$ cat config.mk
export PLATFORM = sky130hd
export DESIGN_NAME = pipeline_ctrl_v2
export DESIGN_NICKNAME = d
export VERILOG_FILES = /design/src/rtl/pipeline_ctrl_v2.sv
export SDC_FILE = /design/constraint.sdc
export NUM_CORES = 1
export LEC_CHECK = 0
export CAP_MARGIN = 20
export CORE_MARGIN = 2
export CORE_UTILIZATION = 49
export CTS_CLUSTER_DIAMETER = 200
export DETAILED_ROUTE_END_ITERATION = 6
export GPL_TIMING_DRIVEN = 1
export PLACE_DENSITY = 0.86
export SLEW_MARGIN = 20
export SYNTH_ARGS = -nofsm -noshare
export SYNTH_HDL_FRONTEND = slang
export SYNTH_SLANG_ARGS = --single-unit
$ cat constraint.sdc
create_clock -name clk -period 6.5 [get_ports clk]
set_clock_uncertainty 0.15 [all_clocks]
set_input_delay 1.3 -clock clk [delete_from_list [all_inputs] [get_ports clk]]
set_output_delay 1.3 -clock clk [all_outputs]
set_load 0.02 [all_outputs]
$ cat src/rtl/pipeline_ctrl_v2.sv
// Pipeline hazard/redirect controller: per-stage stall mask, vectored exception
// entry, ertn redirect, multi-cycle flush, ERA capture, stall watchdog and perf counter.
module pipeline_ctrl_v2 #(
    parameter int unsigned STAGE_NUM    = 7,
    parameter int unsigned ADDR_W       = 32,
    parameter int unsigned EXC_W        = 4,
    parameter int unsigned VEC_SHIFT    = 6,
    parameter int unsigned FLUSH_CYCLES = 2,
    parameter int unsigned WDT_W        = 8,
    parameter int unsigned PERF_W       = 32
) (
    input  logic                 clk,
    input  logic                 rst_n,
    input  logic [STAGE_NUM-1:0] stall_req_i,
    input  logic                 excp_valid_i,
    input  logic [EXC_W-1:0]     excp_code_i,
    input  logic [ADDR_W-1:0]    excp_pc_i,
    input  logic [ADDR_W-1:0]    eentry_i,
    input  logic                 ertn_i,
    output logic [STAGE_NUM-1:0] stall_o,
    output logic                 flush_o,
    output logic                 redirect_valid_o,
    output logic [ADDR_W-1:0]    new_pc_o,
    output logic [ADDR_W-1:0]    era_o,
    output logic                 stall_timeout_o,
    output logic [PERF_W-1:0]    stall_cnt_o
);

    localparam int unsigned FC_W = (FLUSH_CYCLES > 1) ? $clog2(FLUSH_CYCLES) : 1;

    typedef enum logic {RUN, FLUSH} state_t;

    state_t               state;
    logic [FC_W-1:0]      flush_cnt;
    logic [WDT_W-1:0]     wdt;
    logic [WDT_W-1:0]     wdt_nxt;
    logic [STAGE_NUM-1:0] mask;
    logic                 hit;
    logic                 stalled;
    logic [ADDR_W-1:0]    vec_pc;

    // Scanning from the top stage down, every stage at or below the highest requester stalls.
    always_comb begin
        hit  = 1'b0;
        mask = '0;
        for (int unsigned k = STAGE_NUM; k > 0; k--) begin
            hit       = hit | stall_req_i[k-1];
            mask[k-1] = hit;
        end
    end

    always_comb begin
        stall_o = '0;
        if (rst_n && (state == RUN) && !excp_valid_i && !ertn_i)
            stall_o = mask;
    end

    always_comb begin
        stalled = |stall_o;
        vec_pc  = eentry_i + (ADDR_W'(excp_code_i) << VEC_SHIFT);
        if (!stalled)
            wdt_nxt = '0;
        else if (wdt == '1)
            wdt_nxt = wdt;
        else
            wdt_nxt = wdt + 1'b1;
    end

    always_ff @(posedge clk) begin
        if (!rst_n) begin
            state            <= RUN;
            flush_cnt        <= '0;
            wdt              <= '0;
            flush_o          <= 1'b0;
            redirect_valid_o <= 1'b0;
            new_pc_o         <= '0;
            era_o            <= '0;
            stall_timeout_o  <= 1'b0;
            stall_cnt_o      <= '0;
        end else begin
            wdt <= wdt_nxt;
            if (wdt_nxt == '1)
                stall_timeout_o <= 1'b1;
            if (stalled && (stall_cnt_o != '1))
                stall_cnt_o <= stall_cnt_o + 1'b1;

            case (state)
                RUN: begin
                    if (excp_valid_i) begin
                        state            <= FLUSH;
                        flush_cnt        <= FC_W'(FLUSH_CYCLES - 1);
                        era_o            <= excp_pc_i;
                        new_pc_o         <= vec_pc;
                        redirect_valid_o <= 1'b1;
                        flush_o          <= 1'b1;
                    end else if (ertn_i) begin
                        state            <= FLUSH;
                        flush_cnt        <= FC_W'(FLUSH_CYCLES - 1);
                        new_pc_o         <= era_o;
                        redirect_valid_o <= 1'b1;
                        flush_o          <= 1'b1;
                    end
                end
                FLUSH: begin
                    redirect_valid_o <= 1'b0;
                    if (flush_cnt == '0) begin
                        state   <= RUN;
                        flush_o <= 1'b0;
                    end else begin
                        flush_cnt <= flush_cnt - 1'b1;
                    end
                end
                default: state <= RUN;
            endcase
        end
    end

endmodule

==> reports/metrics.cfg, run 1 <==
[status]
run_status=completed

[timing]
final-hold-violation-count=0
rsz0062_at_grt=no
min_period_ps=5100
setup_viol=0
fin_crit_sh_pct=78.5
tns_ps=0
slew_headroom_pct=29.5
drv_slew=0
max_freq_mhz=196
worstMarginPinSlew_ps=1050

[worst_setup_path]
rr_worst_depth=7
cp_max_fo=48
cp-start-kind=input port
critPathRequiredTime_ps=5050
r2r-start=state
endpoint_kind=output pin
r2r_slack_ps=3560
path_class=input port to output pin
crit_arrival_ps=3650
worstReg2RegEnd=stall_cnt_o[25]

[cells_and_area]
drive_above_1_share_pct=3.91
layout.nets=924
num_antenna_cells=0
fillers=869
area_growth_pct=39.2

[logic_synthesis]
yosysMostFrequentCell=dfxtp_1
syn_area_mm2=0.00535
ys_top_cells_by_area=dfxtp_1, nand2_1, a21oi_1, mux2i_1, o21ai_0
syn_nets=764
synth-seq-cells=108
synth_top_flop_cell=dfxtp_1
yosysTopAreaCell=dfxtp_1
yosysTopAreaCellShare_pct=40.4
syn_avg_cell_area_um2=7.89
synth_common_cells=dfxtp_1, nand2_1, a21oi_1
synth_edf_count=0
synth.distinct_cells=51
async_flop_share_pct=0
yosysWarnings=0
seq_area_frac_synth_pct=40.4
syn_inst=678

[die]
die_h_um=108
initial_core_util_pct=49.8
coreArea_mm2=0.0107
num_rows=38
ioPinCount=185
fp.dieArea_mm2=0.0118
die_w_um=108

[routing]
firstDrtPassIters=6
wl_um=16400
routedWlPerCell_um=16.6
final_antenna_net_count=0
viasPerCell=5.89
drt_iter0_markers=304
routed-via-count=5792
drc=0

[clock_network]
clk_latency_ps=370
cts.repair.resized=0
htree_levels=3
clk_pin_slew_worst_paths_ps=100
cts_sinks=108
cts_root_buf=clkbuf_8
cts_hold_buffers=0
cts_tree=yes
cts.repair_timing.setup_buffer_count=0
cts_inserted_buffers=9
clock_tree.buffer_depth=2

[grt]
track_usage_pct=27.4
grt_start_max_net_pins=62
antenna_found_initial=0
grt_pass1_wl_um=25800
grt_pass1_vias=5645
overflow=0

[worst_hold_path]
hold_depth=2
hp-start=era_o[23]
worstHoldPathType=flop to flop
hold_end=era_o[23]

[power_and_ir_drop]
powerDensity_mw_per_mm2=192
ir_drop_mv=0.139
p_leak_nw=2.52
total_power_w=0.00143

[placed_design]
place_congestion=0.893
port_buffers=184
dp_hpwl_um=11900

[run]
maxCapViolCount=0

==> through the flow <==
step	hold slack, ps	area, um2	util (%)	setup slack (ps)	cells
after floorplan	359	5350	-	2720	678
after global placement	297	7250	67.5	1450	967
after detailed placement	309	7250	67.5	1420	967
after CTS	326	7440	69.2	1420	983
after global routing	346	7450	69.3	1270	983
final	325	7450	69.3	1400	983
==> power by group <==
part | internal (W) | switching [W]
clock network | 0.000163 | 0.000239
logic | 0.000144 | 0.000160
registers | 0.000695 | 0.0000245
total | 0.00100 | 0.000424
==> how the worst max path moves through the flow <==
stage	startpoint	to	slack [ps]	cells past startpoint
floorplan	rst_n	stall_o[0]	2720	5
global placement	excp_valid_i	stall_o[0]	1450	5
detailed placement	excp_valid_i	stall_o[0]	1420	5
CTS	excp_valid_i	stall_o[0]	1420	5
global route	excp_valid_i	stall_o[0]	1270	5
finish	excp_valid_i	stall_o[0]	1400	5
==> cells in the final DEF, fill, tap and decap left out, types with 8 or more instances in the layout <==
cell	netlist	routed
nor3_1	10	10
nand2_1	105	105
a21oi_1	74	74
o31ai_1	12	11
or3_1	15	15
or4_1	11	11
nor3b_1	11	11
inv_1	17	17
clkbuf_8	0	11
nor4_1	10	10
o21ai_0	37	37
nand3_1	21	21
mux2i_1	19	19
xnor2_1	8	8
xor2_1	14	14
dfxtp_1	108	108
and3_1	9	9
nand4_1	22	22
clkdlybuf4s50_1	0	183
o211ai_1	9	9
nand2b_1	8	8
a211oi_1	13	13
nor2_1	49	48
==> final cells by class <==
type	instances	area [um2]	share of cell area (%)
Tap cell	140	175	2.35
Multi-Input combinational cell	510	2970	39.9
Inverter	19	71.3	0.958
Timing Repair Buffer	190	1880	25.3
Clock inverter	4	32.5	0.437
Sequential cell	108	2160	29.0
Clock buffer	12	155	2.08
==> layer usage <==
layer  wire, um  global-route usage, %  vias up
li1           -                      -     2759
met1       6220                   29.8     2745
met2       8350                   49.0      245
met3       1250                   7.96       43
met4        528                   12.4        0
met5          0                      0        -
==> sequential cells by signal, summed over array words and instances (netlist names) <==
signal and count:
flush_o 1, redirect_valid_o 1, new_pc_o 32, stall_cnt_o 32, era_o 32, stall_timeout_o 1
state 1, wdt 8
==> critical path, cell delays in order <==
cell and delay [ps]:
buf_2 400, or4b_1 790, a21o_1 360, inv_2 170, clkdlybuf4s50_1 630
==> cell families (layout without fill, tap and decap cells) <==
family                     after synthesis  after routing  share of synthesized area, %
and+or+nand+nor                        290            290                          27.0
AOI/OAI and AO/OA                      172            172                          19.2
DFF                                    108            108                          40.4
buffers and inverters                   60            225                          4.42
xor gates and xnor gates                22             22                          3.60
muxes                                   19             19                          3.56
adders and majority gates                7              7                          1.78
No activity file was read; power rests on OpenSTA's default activity.
==> inputs of run 2 (changes only) <==
--- a/config.mk
+++ b/config.mk
@@ -7,11 +7,11 @@
 export LEC_CHECK = 0
 export CAP_MARGIN = 20
 export CORE_MARGIN = 2
-export CORE_UTILIZATION = 49
+export CORE_UTILIZATION = 46
 export CTS_CLUSTER_DIAMETER = 200
 export DETAILED_ROUTE_END_ITERATION = 6
 export GPL_TIMING_DRIVEN = 1
-export PLACE_DENSITY = 0.86
+export PLACE_DENSITY = 0.81
 export SLEW_MARGIN = 20
 export SYNTH_ARGS = -nofsm -noshare
 export SYNTH_HDL_FRONTEND = slang
==> constraint.sdc (replaced) <==
create_clock -name clk -period 5.1 [get_ports clk]
set_clock_uncertainty 0.15 [all_clocks]
set_input_delay 1.02 -clock clk [delete_from_list [all_inputs] [get_ports clk]]
set_output_delay 1.02 -clock clk [all_outputs]
set_load 0.02 [all_outputs]
==> run 2 against run 1 <==
Worst setup slack got worse by 770 ps; register-to-register slack got worse by 1400 ps; worst hold slack got worse by 6.4 ps; count of clock-buffer cells in the layout fell by 1; sequential share of layout area fell by 0.52 points; sequential power rose by 28%; via count fell by 1.7%.
==> reports/metrics.cfg, run 2 (same netlist as run 1, synthesis figures left out) <==
[cells_and_area]
num_antenna_cells=0  ; unchanged
postLayoutCellArea_mm2=0.00758  ; +1.8%
reg_top3=era_o x32, new_pc_o x32, stall_cnt_o x32
drive_above_1_share_pct=4.26  ; +0.34 points
area_growth_pct=41.8
final_cell_mix=clkdlybuf4s50_1, dfxtp_1, nand2_1
layout.nets=927  ; +0.32%
final_common_cell=clkdlybuf4s50_1
fillers=968  ; +11%
seqCellArea_mm2=0.00216  ; unchanged
multi_input_area_mm2=0.00296  ; -0.17%

[worst_setup_path]
path_class=input port to output pin
cp_num_buf_inv=3  ; unchanged
cp_slowest_cell=or4b_1
critPathRequiredTime_ps=3930  ; -1120 ps
r2r-start=state
cp-start-kind=input port
max_stage_delay_ps=630  ; -160 ps
endpoint_kind=output pin
path_depth=5  ; unchanged
path_cells=clkdlybuf4s50_1, or4b_1, a21o_1, inv_2, clkdlybuf4s50_1
cp_top_family=buffers and inverters
cpMostUsedCell=clkdlybuf4s50_1
worstReg2RegEnd=stall_cnt_o[7]
crit_arrival_ps=3310  ; -340 ps
cp_max_fo=14  ; -71%
rr_worst_depth=7  ; unchanged
r2r_slack_ps=2200  ; -1360 ps

[die]
fp.dieArea_mm2=0.0125  ; +6.3%
initial_core_util_pct=47.0  ; -2.7 points
die_w_um=112  ; +3.1%
num_rows=39  ; +2.6%
coreArea_mm2=0.0114  ; +5.8%
die_h_um=112  ; +3.1%
ioPinCount=185  ; unchanged

[run]
maxCapViolCount=0  ; unchanged

[placed_design]
dpl-instance-area_mm2=0.00728  ; +0.36%
place_congestion=0.870  ; -2.6%
dp_slack_ps=623  ; -792 ps
port_buffers=184  ; unchanged
dp_hpwl_um=11800  ; -0.82%

[timing]
tns_ps=0  ; unchanged
worstMarginPinSlew_ps=859  ; -193 ps
slew_headroom_pct=42.5  ; +13 points
final-hold-violation-count=0  ; unchanged
max_freq_mhz=223
fin_crit_sh_pct=87.8
worst_slack_ps=624  ; -774 ps
drv_slew=0  ; unchanged
whs_ps=318  ; -6.45 ps
min_period_ps=4480
rsz0062_at_grt=no
setup_viol=0  ; unchanged

[clock_network]
cts.repair_timing.setup_buffer_count=0  ; unchanged
clock_tree.buffer_depth=2  ; unchanged
cts_tree=yes
cts.repair.resized=0  ; unchanged
cts_root_buf=clkbuf_16
cts_inserted_buffers=9  ; unchanged
cts_hold_buffers=0  ; unchanged
clk_pin_slew_worst_paths_ps=70  ; -30 ps
clk_latency_ps=350  ; -20 ps
htree_levels=3  ; unchanged
cts_sinks=108  ; unchanged

[power_and_ir_drop]
powerDensity_mw_per_mm2=267  ; +39%
p_leak_nw=2.59  ; +2.8%
ir_drop_mv=0.169  ; +22%

[routing]
viasPerCell=5.76  ; -2.3%
routedWlPerCell_um=16.3  ; -2.2%
wl_um=16100  ; -1.7%
drt_iter0_markers=410  ; +35%
routed-via-count=5694  ; -1.7%
firstDrtPassIters=7  ; +1
final_antenna_net_count=0  ; unchanged
drc=0  ; unchanged

[grt]
track_usage_pct=25.3  ; -2.1 points
top_usage_layer=met2
grt_pass1_wl_um=26100  ; +0.96%
grt_pass1_vias=5461  ; -3.3%
grtUsageMet3_pct=6.42  ; -1.5 points
grt_start_max_net_pins=48  ; -23%
grtUsageMet1_pct=28.8  ; -0.98 points
antenna_found_initial=0  ; unchanged
grt_use_met2_pct=45.7  ; -3.3 points
overflow=0  ; unchanged

[worst_hold_path]
hold_depth=2  ; unchanged
worstHoldPathType=flop to flop
hp-start=stall_timeout_o
hold_end=stall_timeout_o

[status]
run_status=completed

run 2: where the power goes:
group | total, W | internal (W) | leakage, nW | switching (W)
registers | 0.000917 | 0.000886 | 0.882 | 0.0000308
logic | 0.000391 | 0.000185 | 1.57 | 0.000206
clock network | 0.000715 | 0.000397 | 0.146 | 0.000318
run 2: how the worst max path moves through the flow:
stage / from / end / slack, ps
detailed placement: ertn_i / stall_o[0] / 620
global route: ertn_i / stall_o[0] / 500
CTS: ertn_i / stall_o[0] / 620
floorplan: rst_n / stall_o[0] / 1880
global placement: rst_n / stall_o[0] / 670
finish: ertn_i / stall_o[0] / 620
run 2: routing by layer:
layer | part of all wire [%] | wire length (um) | up-vias
met4 | 1.9 | 299 | 0
li1 | - | - | 2775
met5 | 0 | 0 | -
met3 | 8.2 | 1320 | 33
met2 | 51 | 8210 | 220
met1 | 39 | 6260 | 2666
run 2: layout make-up:
type                       count  share of cell area [%]
clock buffer                  11                    3.20
clock inverter                 5                   0.792
inverter                      19                   0.941
multi-input combinational    510                    39.1
sequential                   108                    28.5
tap                          143                    2.36
timing repair buffer         193                    25.1
run 2: worst register-to-register path: stages (launching register included):
cell and delay [ps]:
dfxtp_1 400, or4b_1 670, a21o_1 380, inv_2 190, o31ai_2 170, buf_4 240, or4_1 490, a21oi_1 140
run 2: stage by stage:
stage,instances,power (W),util (%)
finish,989,0.00202,66.7
detailed placement,973,0.00132,64.0
global placement,973,0.00131,64.0
CTS,989,0.00204,66.7
floorplan,678,0.00112,-
global route,989,0.00210,66.7
